### src/rtl/bcd_freq_pkg.sv
// Shared types and constants for the BCD frequency counter.
// Latency: n/a (types and constants only).
// Backpressure: n/a.
package bcd_freq_pkg;

    localparam int         BCD_W   = 4;
    localparam logic [3:0] BCD_MAX = 4'd9;

    typedef logic [BCD_W-1:0] bcd_digit_t;

    typedef enum logic [1:0] {
        IDLE,
        GATE,
        LATCH
    } fsm_state_t;

endpackage

### src/rtl/bcd_digit.sv
// One decade of the BCD counting chain: wraps 9->0 and signals carry to the next decade.
// Latency: q updates on the clk edge after en/clr; carry is combinational from en and q.
// Backpressure: none; clr (synchronous load) has priority over en.
module bcd_digit
    import bcd_freq_pkg::*;
(
    input  logic       clk,
    input  logic       reset,
    input  logic       clr,
    input  bcd_digit_t load_val,
    input  logic       en,
    output bcd_digit_t q,
    output logic       carry
);

    assign carry = en && (q == BCD_MAX);

    // Digit register: load on clr, otherwise count decimally when enabled.
    always_ff @(posedge clk or negedge reset) begin
        if (!reset) begin
            q <= '0;
        end else if (clr) begin
            q <= load_val;
        end else if (en) begin
            q <= (q == BCD_MAX) ? bcd_digit_t'(0) : q + bcd_digit_t'(1);
        end
    end

endmodule

### src/rtl/bcd_freq_counter.sv
// Gated BCD frequency counter: counts sig_in rising edges over GATE_CYCLES clk, latches result.
// Latency: sig_in rise to count 2-3 clk; valid pulses the cycle after the window's LATCH cycle.
// Backpressure: none; start is ignored while busy. Macro BCD_FREQ_SATURATE_EN: saturate at all-9s.
module bcd_freq_counter
    import bcd_freq_pkg::*;
#(
    parameter int N_DIGITS    = 4,
    parameter int GATE_CYCLES = 100000000
) (
    input  logic                  clk,
    input  logic                  reset,
    input  logic                  sig_in,
    input  logic                  start,
    input  logic                  continuous,
    output logic [4*N_DIGITS-1:0] count_bcd,
    output logic                  overflow,
    output logic                  valid,
    output logic                  busy
);

    localparam int TIMER_W = $clog2(GATE_CYCLES);
    // GATE covers timer values 0..GATE_CYCLES-2; the single LATCH cycle that
    // follows is the last cycle of the window, giving exactly GATE_CYCLES cycles.
    localparam logic [TIMER_W-1:0] TIMER_LAST = TIMER_W'(GATE_CYCLES - 2);

    fsm_state_t                  state, state_nxt;
    logic [TIMER_W-1:0]          timer;
    logic                        timer_clr, timer_inc;
    logic                        digit_clr, count_en, latch_en;
    logic                        sync_q1, sync_q2, sync_q3;
    logic                        inc, inc_gate, all_nines, ovf_hit, sticky_ovf;
    bcd_digit_t                  load0;
    bcd_digit_t [N_DIGITS-1:0]   digit_q;
    logic [N_DIGITS:0]           chain;

    // Two-flop synchroniser plus a history flop for rising-edge detection.
    always_ff @(posedge clk or negedge reset) begin
        if (!reset) begin
            sync_q1 <= 1'b0;
            sync_q2 <= 1'b0;
            sync_q3 <= 1'b0;
        end else begin
            sync_q1 <= sig_in;
            sync_q2 <= sync_q1;
            sync_q3 <= sync_q2;
        end
    end

    assign inc = sync_q2 & ~sync_q3;

    // FSM state register.
    always_ff @(posedge clk or negedge reset) begin
        if (!reset) begin
            state <= IDLE;
        end else begin
            state <= state_nxt;
        end
    end

    // FSM next-state and per-state control strobes.
    always_comb begin
        state_nxt = state;
        timer_clr = 1'b0;
        timer_inc = 1'b0;
        digit_clr = 1'b0;
        count_en  = 1'b0;
        latch_en  = 1'b0;
        case (state)
            IDLE: begin
                digit_clr = 1'b1;
                timer_clr = 1'b1;
                if (continuous || start) begin
                    state_nxt = GATE;
                end
            end
            GATE: begin
                count_en  = 1'b1;
                timer_inc = 1'b1;
                if (timer == TIMER_LAST) begin
                    state_nxt = LATCH;
                end
            end
            LATCH: begin
                digit_clr = 1'b1;
                latch_en  = 1'b1;
                timer_clr = 1'b1;
                state_nxt = continuous ? GATE : IDLE;
            end
            default: state_nxt = IDLE;
        endcase
    end

    // Gate timer: cleared outside GATE, counts while the window is open.
    always_ff @(posedge clk or negedge reset) begin
        if (!reset) begin
            timer <= '0;
        end else if (timer_clr) begin
            timer <= '0;
        end else if (timer_inc) begin
            timer <= timer + TIMER_W'(1);
        end
    end

    // Detect the all-9s state so an increment there is recognised as overflow.
    always_comb begin
        all_nines = 1'b1;
        for (int i = 0; i < N_DIGITS; i++) begin
            if (digit_q[i] != BCD_MAX) begin
                all_nines = 1'b0;
            end
        end
    end

    assign inc_gate = count_en & inc;
    // An edge landing in the LATCH cycle seeds the next window's digit 0; in
    // IDLE the load is zero so any such edge is dropped.
    assign load0    = bcd_digit_t'(latch_en & inc);

`ifdef BCD_FREQ_SATURATE_EN
    // Block the increment once all digits read 9 so the chain sticks there.
    assign chain[0] = inc_gate & ~all_nines;
`else
    assign chain[0] = inc_gate;
`endif

    // In wrap mode the top carry is the overflow event; in saturate mode the
    // increment never reaches the chain, so the all-9s term catches it.
    assign ovf_hit = chain[N_DIGITS] | (inc_gate & all_nines);

    for (genvar i = 0; i < N_DIGITS; i++) begin : g_digit
        bcd_digit u_digit (
            .clk      (clk),
            .reset    (reset),
            .clr      (digit_clr),
            .load_val ((i == 0) ? load0 : bcd_digit_t'(0)),
            .en       (chain[i]),
            .q        (digit_q[i]),
            .carry    (chain[i+1])
        );
    end

    // Sticky overflow: set by any overflow in the window, cleared at window end.
    always_ff @(posedge clk or negedge reset) begin
        if (!reset) begin
            sticky_ovf <= 1'b0;
        end else if (digit_clr) begin
            sticky_ovf <= 1'b0;
        end else if (ovf_hit) begin
            sticky_ovf <= 1'b1;
        end
    end

    // Display buffer: capture digits and overflow in LATCH, pulse valid alongside.
    always_ff @(posedge clk or negedge reset) begin
        if (!reset) begin
            count_bcd <= '0;
            overflow  <= 1'b0;
            valid     <= 1'b0;
        end else begin
            valid <= latch_en;
            if (latch_en) begin
                count_bcd <= digit_q;
                overflow  <= sticky_ovf;
            end
        end
    end

    assign busy = (state != IDLE);

endmodule
### config.mk
export PLATFORM = sky130hd
export DESIGN_NAME = bcd_freq_counter
export DESIGN_NICKNAME = d
export VERILOG_FILES = /design/src/rtl/bcd_freq_pkg.sv /design/src/rtl/bcd_digit.sv /design/src/rtl/bcd_freq_counter.sv
export SDC_FILE = /design/constraint.sdc
export NUM_CORES = 1
export LEC_CHECK = 0
export CAP_MARGIN = 25
export CORE_MARGIN = 8
export CORE_UTILIZATION = 40
export CTS_BUF_LIST = sky130_fd_sc_hd__clkbuf_4 sky130_fd_sc_hd__clkbuf_8
export CTS_CLUSTER_SIZE = 40
export DETAILED_ROUTE_END_ITERATION = 8
export GPL_ROUTABILITY_DRIVEN = 0
export PLACE_DENSITY_LB_ADDON = 0.25
export SLEW_MARGIN = 20
export SYNTH_ARGS = -nofsm -noshare
export SYNTH_HDL_FRONTEND = slang
export SYNTH_HIERARCHICAL = 1
export SYNTH_SLANG_ARGS = --single-unit
### constraint.sdc
create_clock -name clk -period 4 [get_ports clk]
set_input_delay 0.4 -clock clk [delete_from_list [all_inputs] [get_ports clk]]
set_output_delay 0.4 -clock clk [all_outputs]
set_load 0.03 [all_outputs]
=== Word-level counts from Yosys, hierarchy flattened ===
Cells that the tools add are included.

* Muxes and demuxes: 27
* Equal/unequal tests: 13
* Add/subtract/negate cells: 5
* Bitwise operators: 6
* Reduce and logical (&&, ||, !) cells: 15

{| class="wikitable"
|+ Operators by type and width
! cell !! number
|-
| $mux 27 || 2
|-
| $mux 4 || 12
|-
| $add 27x1->27 const B || 1
|-
| $eq 27x27->1 const B || 1
|-
| $add 4x1->4 const B || 4
|-
| $eq 4x4->1 const B || 4
|-
| $ne 4x4->1 const B || 4
|-
| $reduce_bool 2->1 || 7
|-
| $mux 1 || 10
|-
| $pmux 2 s3 || 1
|-
| $and 1x1->1 || 4
|-
| $logic_and 1x1->1 || 4
|-
| $mux 2 || 2
|-
| $ne 2x2->1 const B || 2
|-
| $eq 2x1->1 const B || 1
|-
| $eq 2x2->1 const B || 1
|-
| $logic_not 2->1 || 1
|-
| $reduce_and 2->1 || 1
|-
| $reduce_or 2->1 || 1
|-
| $logic_or 1x1->1 || 1
|-
| $not 1->1 || 1
|-
| $or 1x1->1 || 1
|}

* Input port bits: 5
* Bits in registers: 67
* Output and inout bits: 19

=== Depth between registers and ports, before layout ===
Gate-level depths: netlist of run 1.

* Word-level depth: 10
* Mapped depth: 12

=== Cells and area by module ===
Netlist of run 1, hierarchy kept.

{| class="wikitable"
|+ Modules (own cells, without submodules)
! module !! area an instance (um2) !! sequential area each (um2) !! cells each !! instances
|-
| bcd_freq_counter || 2,442.3 || 1,276.2 || 222 || 1
|-
| bcd_digit || 221.5 || 100.1 || 24 || 4
|}

=== Least setup slack after synthesis of run 1 ===
OpenSTA, ideal clock, no wires.

* Kind: register to register
* Start point: register state[1]
* End point: register g_digit[3].u_digit.q[1]
* Path buffers: 1
* Cell stages (with the launch flop): 12
* Data arrival time: 3.289 ns
* Data required time: 3.921 ns
* Period minus slack after synthesis: 3.368 ns
* Slack: 0.632 ns
* Setup time: 0.079 ns
* Path through: dfrtp_1 > buf_2 > nor4bb_1 > nand2_2 > nor3b_1 > nand2_2 > nor3b_1 > nand2_2 > nor3b_1 > nand2_2 > or3_1 > a2bb2oi_1

* Word-level cells in the longest chain between the ends: 7
* Elaborated cells on any way between the ends: 12
* Classes of those cells: 2 x eq/ne; 3 x mux; 1 x bitwise; 6 x reduce/logical

{| class="wikitable"
|+ Ends and longest elaborated chain
! what !! line !! source
|-
| start: declaration || bcd_freq_counter.sv:26 || <nowiki>fsm_state_t state, state_nxt;</nowiki>
|-
| start signal: assignment || bcd_freq_counter.sv:56 || <nowiki>state <= state_nxt;</nowiki>
|-
| $eq 2x1->1 || bcd_freq_counter.sv:68 || <nowiki>case (state)</nowiki>
|-
| $mux 1 || bcd_freq_counter.sv:68 ||
|-
| $and 1x1->1 || bcd_freq_counter.sv:114 || <nowiki>assign inc_gate = count_en & inc;</nowiki>
|-
| named net chain[0] || bcd_freq_counter.sv:34 || <nowiki>logic [N_DIGITS:0] chain;</nowiki>
|-
| $logic_and 1x1->1 || bcd_digit.sv:16 || <nowiki>assign carry = en && (q == BCD_MAX);</nowiki>
|-
| named net chain[1] || bcd_freq_counter.sv:34 ||
|-
| $logic_and 1x1->1 || bcd_digit.sv:16 ||
|-
| named net chain[2] || bcd_freq_counter.sv:34 ||
|-
| $logic_and 1x1->1 || bcd_digit.sv:16 ||
|-
| named net chain[3] || bcd_freq_counter.sv:34 ||
|-
| $reduce_bool 2->1 (no source line) || n/a ||
|-
| end signal: assignment || bcd_digit.sv:23 || <nowiki>q <= load_val;</nowiki>
|-
| end signal: assignment || bcd_digit.sv:25 || <nowiki>q <= (q == BCD_MAX) ? bcd_digit_t'(0) : q + bcd_digit_t'(1);</nowiki>
|-
| end: declaration || bcd_digit.sv:12 || <nowiki>output bcd_digit_t q,</nowiki>
|}

The timed path passes the listed nets, and every way through them passes these cells.
A chain may end at the register's enable or synchronous reset.

=== Final worst setup path of run 1 ===
Ends and elaborated chain as after synthesis.

==> results of run 1 <==
per-layer routing:
metal  part of all wire  vias to the layer above  wire (um)  GRT usage
li1                   -                     1213          -          -
met1               0.47                     1193       3240      0.156
met2               0.47                       40       3220      0.197
met3              0.044                        9        299     0.0348
met4              0.013                        0         86     0.0543
met5                  0                        -          0          0
stage by stage:
stage                      util  hold slack, ns  instance area (um2)
after floorplan               -           0.104                 3380
after global placement    0.459           0.356                 3730
after detailed placement  0.459           0.338                 3730
after CTS                 0.490           0.150                 3980
after global routing      0.490           0.188                 3980
final                     0.490           0.130                 3980
worst max-delay path: cells and delay by family (launching register included):
kind | cells | cell delay, ns
DFF | 1 | 0.49
and+or+nand+nor | 9 | 2.69
buffers and inverters | 1 | 0.20
AOI/OAI and AO/OA | 1 | 0.15
flip-flops by register name, indices dropped and copies added (netlist names):
| name | flops |
|---|---|
| count_bcd | 16 |
| g_digit.u_digit/q | 16 |
| overflow | 1 |
| state | 2 |
| sticky_ovf | 1 |
| sync_q1 | 1 |
| sync_q2 | 1 |
| sync_q3 | 1 |
| timer | 27 |
| valid | 1 |
kinds of logic (layout without fill, tap and decap cells):
| family | after synthesis | count (layout) | share of synthesized area |
|---|---|---|---|
| AND/OR/NAND/NOR | 143 | 143 | 0.255 |
| flip-flops | 67 | 67 | 0.504 |
| AO/OA/AOI/OAI | 42 | 42 | 0.0726 |
| multiplexers | 28 | 28 | 0.0906 |
| XOR/XNOR | 18 | 18 | 0.0474 |
| buffers and inverters | 17 | 54 | 0.0226 |
| adder cells (fa/ha/maj) | 2 | 2 | 0.00752 |
| other | 1 | 15 | 0.00113 |
synthesized netlist by cell type (6+ instances only):
master	n	area share
a21oi_1	11	0.017
dfrtp_1	67	0.50
inv_1	11	0.012
mux2_2	17	0.058
mux2i_1	11	0.033
nand2_1	32	0.036
nand2b_1	12	0.023
nand3_1	12	0.018
nand4_1	8	0.015
nor2_1	21	0.024
nor2b_1	8	0.015
o21ai_0	19	0.029
or3_1	6	0.011
xnor2_1	11	0.029
xor2_1	7	0.018
final timing paths:
kind,startpoint,end,slack [ns],depth (start not counted)
max reg2reg,state[1],g_digit[3].u_digit/q[1],0.39,11
min,reset,timer[22],0.13,1
min reg2reg,sync_q1,sync_q2,0.35,0
max in group asynchronous,reset,sync_q3,2.94,2
max,state[1],g_digit[3].u_digit/q[1],0.39,11
min in group clk,sync_q1,sync_q2,0.35,0
power by group through the flow:
stage,clock [W],combinational [W],sequential [W]
floorplan,0,0.000221,0.000894
global placement,0,0.000276,0.000933
detailed placement,0,0.000281,0.000938
CTS,0.000716,0.000285,0.000926
global route,0.000746,0.000321,0.000949
finish,0.000695,0.000283,0.000924
area by class of cell:
class	count	area, um2	share of cell area
clock buffer	10	138	0.0345
clock inverter	6	113	0.0283
inverter	11	41.3	0.0104
multi-input combinational	248	1630	0.409
sequential	67	1680	0.421
tap	105	131	0.0330
timing repair buffer	27	255	0.0641
placed cells by master (no fill, tap or decap), types with 7 or more instances in the layout:
| master | Yosys | final |
|---|---|---|
| dfrtp_1 | 67 | 67 |
| nand2_1 | 32 | 32 |
| clkdlybuf4s50_1 | 0 | 22 |
| nor2_1 | 21 | 21 |
| o21ai_0 | 19 | 19 |
| mux2_2 | 17 | 17 |
| conb_1 | 1 | 15 |
| nand2b_1 | 12 | 12 |
| nand3_1 | 12 | 12 |
| inv_1 | 11 | 11 |
| mux2i_1 | 11 | 11 |
| a21oi_1 | 11 | 11 |
| xnor2_1 | 11 | 11 |
| clkbuf_8 | 1 | 10 |
| nand4_1 | 8 | 8 |
| nor2b_1 | 8 | 8 |
| xor2_1 | 7 | 7 |
==> impl_metrics.json, run 1 <==
{
  "ant_nets": 0,
  "nFillCells": 748,
  "p_total_w": 0.00190,
  "maxSlewViolCount": 0,
  "synth_edf_count": 0,
  "portBuffers": 23,
  "pwr-share-seq": 0.486,
  "synth-seq-area-share": 0.504,
  "postCtsHoldBufs": 0,
  "worst_hold_path_type": "in2async",
  "wire_per_inst_um": 14.4,
  "dp_cells": 458,
  "finalHoldViolCount": 0,
  "die_area_mm2": 0.0115,
  "pre_cts_slack_ns": 0.438,
  "antennaDiodeCount": 0,
  "finalCritPeriodShare": 0.902,
  "clock_skew_ns": 0.00446,
  "max_freq_ghz": 0.277,
  "pwr-share-clk": 0.366,
  "grt_antenna_before_repair": 0,
  "synth_cell_type_count": 43,
  "final_cell_count_no_fill": 474,
  "arrival_ns": 3.87,
  "clk_latency_ns": 0.34,
  "cts.clk_slew.worst_paths_ns": 0.07,
  "p_leak_nw": 1.82,
  "rows": 33,
  "drive_gt1_frac": 0.144,
  "cts_num_sinks": 67,
  "end_kind": "flop",
  "grt_pass1_vias": 2423,
  "grt-ovfl-total": 0,
  "synth_cells": 318,
  "grt_usage": 0.125,
  "switching_share": 0.294,
  "drt_iter0_drc": 89,
  "vias_per_cell": 5.18,
  "ctsResizeCount": 0,
  "die_h_um": 107,
  "cell_internal_pwr_w": 0.00134,
  "layout.nets": 371,
  "outcome": "complete, no violations",
  "htree_levels": 3,
  "cpMostUsedCell": "nand2_2",
  "cts_made_buffers": 9,
  "dr_total_vias": 2455,
  "crit_slowest_cell": "nor3b_1",
  "drt_wl_total_um": 6850,
  "avgSynthCellArea_um2": 10.5,
  "setup_viol": 0,
  "min_period_ns": 3.61,
  "grt_start_max_net_pins": 43,
  "async_flop_share": 1.00,
  "critPathMaxFanout": 11,
  "synth.ff_latch_count": 67,
  "cp_cell_sequence": "nor4bb_1 > buf_4 > nand2_2 > nor3b_1 > nand2_2 > nor3b_1 > nand2_2 > nor3b_1 > nand2_2 > or3_1 > a2bb2oi_1",
  "grt_pass1_wl_um": 11600,
  "die_w_um": 107,
  "relSlewSlack": 0.410,
  "ioPinCount": 24,
  "ir_drop_mv": 0.282,
  "worstPathRequired_ns": 4.26,
  "worst_setup_path_start_kind": "flop",
  "syn-cell-area_mm2": 0.00333,
  "critical_path_class": "reg2reg",
  "p_comb_frac": 0.149,
  "cts_setup_buffers": 0,
  "root_buffer": "clkbuf_8",
  "worst_slack_ns": 0.394,
  "dp_hpwl_um": 4520,
  "initial_core_util": 0.409,
  "core-area_mm2": 0.00813,
  "rsz0062_at_grt": "false",
  "cts_buffer_depth": 2,
  "syn_to_final_growth_pct": 19.7,
  "power_density_mw_per_mm2": 477,
  "ys.flop_type": "dfrtp_1",
  "drc": 0,
  "finalSetupTns_ns": 0,
  "first_pass_iters": 4,
  "cap_violations": 0,
  "slowest_delay_ns": 0.50,
  "cts_tree": "done",
  "switching_power_w": 0.000559,
  "worst_pin_slew_ns": 0.876,
  "ys_warn_count": 6
}
No activity file was read; power rests on OpenSTA's default activity.
==> run 2: changes to the inputs <==
--- a/config.mk
+++ b/config.mk
@@ -5,14 +5,12 @@
 export SDC_FILE = /design/constraint.sdc
 export NUM_CORES = 1
 export LEC_CHECK = 0
-export CAP_MARGIN = 25
 export CORE_MARGIN = 8
 export CORE_UTILIZATION = 40
 export CTS_BUF_LIST = sky130_fd_sc_hd__clkbuf_4 sky130_fd_sc_hd__clkbuf_8
 export CTS_CLUSTER_SIZE = 40
 export DETAILED_ROUTE_END_ITERATION = 8
 export GPL_ROUTABILITY_DRIVEN = 0
-export PLACE_DENSITY_LB_ADDON = 0.25
 export SLEW_MARGIN = 20
 export SYNTH_ARGS = -nofsm -noshare
 export SYNTH_HDL_FRONTEND = slang
==> run 2 against run 1 <==
Against the previous run:
- first-iteration DRC count is 92% higher
- sequential share of layout area up 0.15 points
- hold slack better by 0.092 ns
- largest cell class unchanged
- sequential power up 1%
- critical path type unchanged
- utilization shrank 0.17 points
- clock-buffer cell count is 2 higher
- global-route usage increased by 0.75 points
- combinational power barely moved
- critical endpoint unchanged
- critical path depth is the same
- final cell count did not move
==> impl_metrics.json, run 2 (same netlist as run 1, synthesis figures left out) <==
{
  "cts_made_buffers": 9,
  "cp_cell_sequence": "nor4bb_1 > buf_4 > nand2_2 > nor3b_2 > nand2_2 > nor3b_1 > nand2_2 > nor3b_1 > nand2_2 > or3_1 > a2bb2oi_1",
  "grt-ovfl-total": 0,
  "cpMostUsedCell": "nand2_2",
  "drt_wl_total_um": 7000,
  "drt_iter0_drc": 171,
  "setup_viol": 0,
  "postCtsHoldBufs": 0,
  "clk_latency_ns": 0.34,
  "power_density_mw_per_mm2": 471,
  "worst_hold_path_type": "in2async",
  "cts_num_sinks": 67,
  "grt_pass1_wl_um": 12000,
  "min_period_ns": 3.45,
  "drive_gt1_frac": 0.146,
  "cts.clk_slew.worst_paths_ns": 0.07,
  "clock_skew_ns": 0.00697,
  "grt_pass1_vias": 2461,
  "htree_levels": 3,
  "largest_reg_flops": 27,
  "cts_tree": "done",
  "dr_total_vias": 2441,
  "relSlewSlack": 0.350,
  "portBuffers": 23,
  "end_kind": "flop",
  "reg2reg_depth": 11,
  "antennaDiodeCount": 0,
  "reg_top3": "timer (27), count_bcd (16), g_digit.u_digit/q (16)",
  "cp-endpoint": "g_digit[3].u_digit/q[1]",
  "top_register": "timer",
  "r2r-start": "state[1]",
  "maxSlewViolCount": 0,
  "grt_usage": 0.132,
  "arrival_ns": 3.72,
  "layout_common_cells": "dfrtp_1 (67), nand2_1 (32), clkdlybuf4s50_1 (22)",
  "wire_per_inst_um": 14.8,
  "core-area_mm2": 0.00813,
  "grt_antenna_before_repair": 0,
  "ant_nets": 0,
  "slowest_delay_ns": 0.50,
  "cap_violations": 0,
  "drc": 0,
  "die_h_um": 107,
  "rsz0062_at_grt": "false",
  "dp_hpwl_um": 4540,
  "max_freq_ghz": 0.290,
  "worst-path-buf-inv": 1,
  "outcome": "complete, no violations",
  "ir_drop_mv": 0.264,
  "crit_slowest_cell": "dfrtp_1",
  "vias_per_cell": 5.15,
  "finalSetupTns_ns": 0,
  "critPathMaxFanout": 11,
  "crit_cells": 11,
  "final_cell_count_no_fill": 474,
  "critical_path_class": "reg2reg",
  "layout.nets": 371,
  "initial_core_util": 0.409,
  "rows": 33,
  "worstPathRequired_ns": 4.27,
  "ioPinCount": 24,
  "root_buffer": "clkbuf_8",
  "startpoint": "state[1]",
  "grt_start_max_net_pins": 68,
  "p_leak_nw": 1.82,
  "finalHoldViolCount": 0,
  "die_w_um": 107,
  "worst_pin_slew_ns": 0.966,
  "crit_family": "simple AND/OR/NAND/NOR gates",
  "ff2ff_setup_slack_ns": 0.55,
  "finalCritPeriodShare": 0.863,
  "cts_buffer_depth": 2,
  "syn_to_final_growth_pct": 19.3,
  "first_pass_iters": 5,
  "final_common_cell": "dfrtp_1",
  "die_area_mm2": 0.0115,
  "r2r-end": "g_digit[3].u_digit/q[1]",
  "dp_cells": 458,
  "worst_setup_path_start_kind": "flop"
}
-- run 2: cell count changes in the layout (fill, tap and decap cells not counted) --
cell        previous run  this run
nor3b_2                0         1
bufinv_16              3         2
clkbuf_8              10        11
clkinv_2               0         1
clkbuf_4               0         1
clkinvlp_4             3         1
nor3b_1                5         4
-- run 2: final cells by class --
cell class              instances  area (um2)
clock buffers                  12         159
multi-input cells             248        1630
inverters                      11        41.3
repair buffers                 27         255
clock inverters                 4        72.6
well taps                     105         131
fillers                       735        4160
flip-flops and latches         67        1680
-- run 2: worst min-delay path by stage --
stage	startpoint	endpoint	slack [ns]	cells after the start
after floorplan	reset	count_bcd[0]	0.10	0
after global placement	sync_q1	sync_q2	0.37	0
after detailed placement	sync_q1	sync_q2	0.36	0
after CTS	reset	timer[21]	0.28	2
after global routing	reset	timer[21]	0.30	2
final	reset	timer[18]	0.22	2
-- run 2: per-stage QoR --
stage / util / cell area (um2) / setup slack (ns) / hold slack [ns] / power, W
after floorplan: - / 3380 / 0.632 / 0.104 / 0.00111
after global placement: 0.459 / 3730 / 0.616 / 0.365 / 0.00121
after detailed placement: 0.459 / 3730 / 0.416 / 0.363 / 0.00123
after CTS: 0.487 / 3970 / 0.326 / 0.276 / 0.00189
after global routing: 0.488 / 3970 / 0.166 / 0.305 / 0.00199
final: 0.488 / 3970 / 0.546 / 0.221 / 0.00187
-- run 2: where the power goes --
| part | internal (W) | total, W | switching, W |
|---|---|---|---|
| sequential | 0.000771 | 0.000934 | 0.000163 |
| clock | 0.000391 | 0.000650 | 0.000259 |
| combinational | 0.000142 | 0.000286 | 0.000144 |
| total | 0.00130 | 0.00187 | 0.000566 |
-- run 2: worst reg2reg max path, delay by kind of cell, from the launching register on --
kind,cells,cell delay (ns)
AO/OA/AOI/OAI,1,0.15
flip-flops,1,0.50
buffers and inverters,1,0.20
AND/OR/NAND/NOR,9,2.52
-- run 2: routing by layer --
layer | routed length (um) | global-route usage | up-vias
li1 | - | - | 1204
met1 | 3330 | 0.162 | 1185
met2 | 3280 | 0.212 | 41
met3 | 309 | 0.0474 | 11
met4 | 85 | 0.0422 | 0
met5 | 0 | 0 | -
-- run 2: timing repair --
item                       in CTS  in global routing
setup endpoints to repair       0                  1
setup buffers                   0                  0
resized for setup               0                  1
==> run 3: changes to the inputs <==
--- a/config.mk
+++ b/config.mk
@@ -5,6 +5,7 @@
 export SDC_FILE = /design/constraint.sdc
 export NUM_CORES = 1
 export LEC_CHECK = 0
+export ABC_CLOCK_PERIOD_IN_PS = 4000
 export CORE_MARGIN = 8
 export CORE_UTILIZATION = 40
 export CTS_BUF_LIST = sky130_fd_sc_hd__clkbuf_4 sky130_fd_sc_hd__clkbuf_8
==> results of run 3 <==
The final DEF is identical to that of run 2; final timing and power are the same.
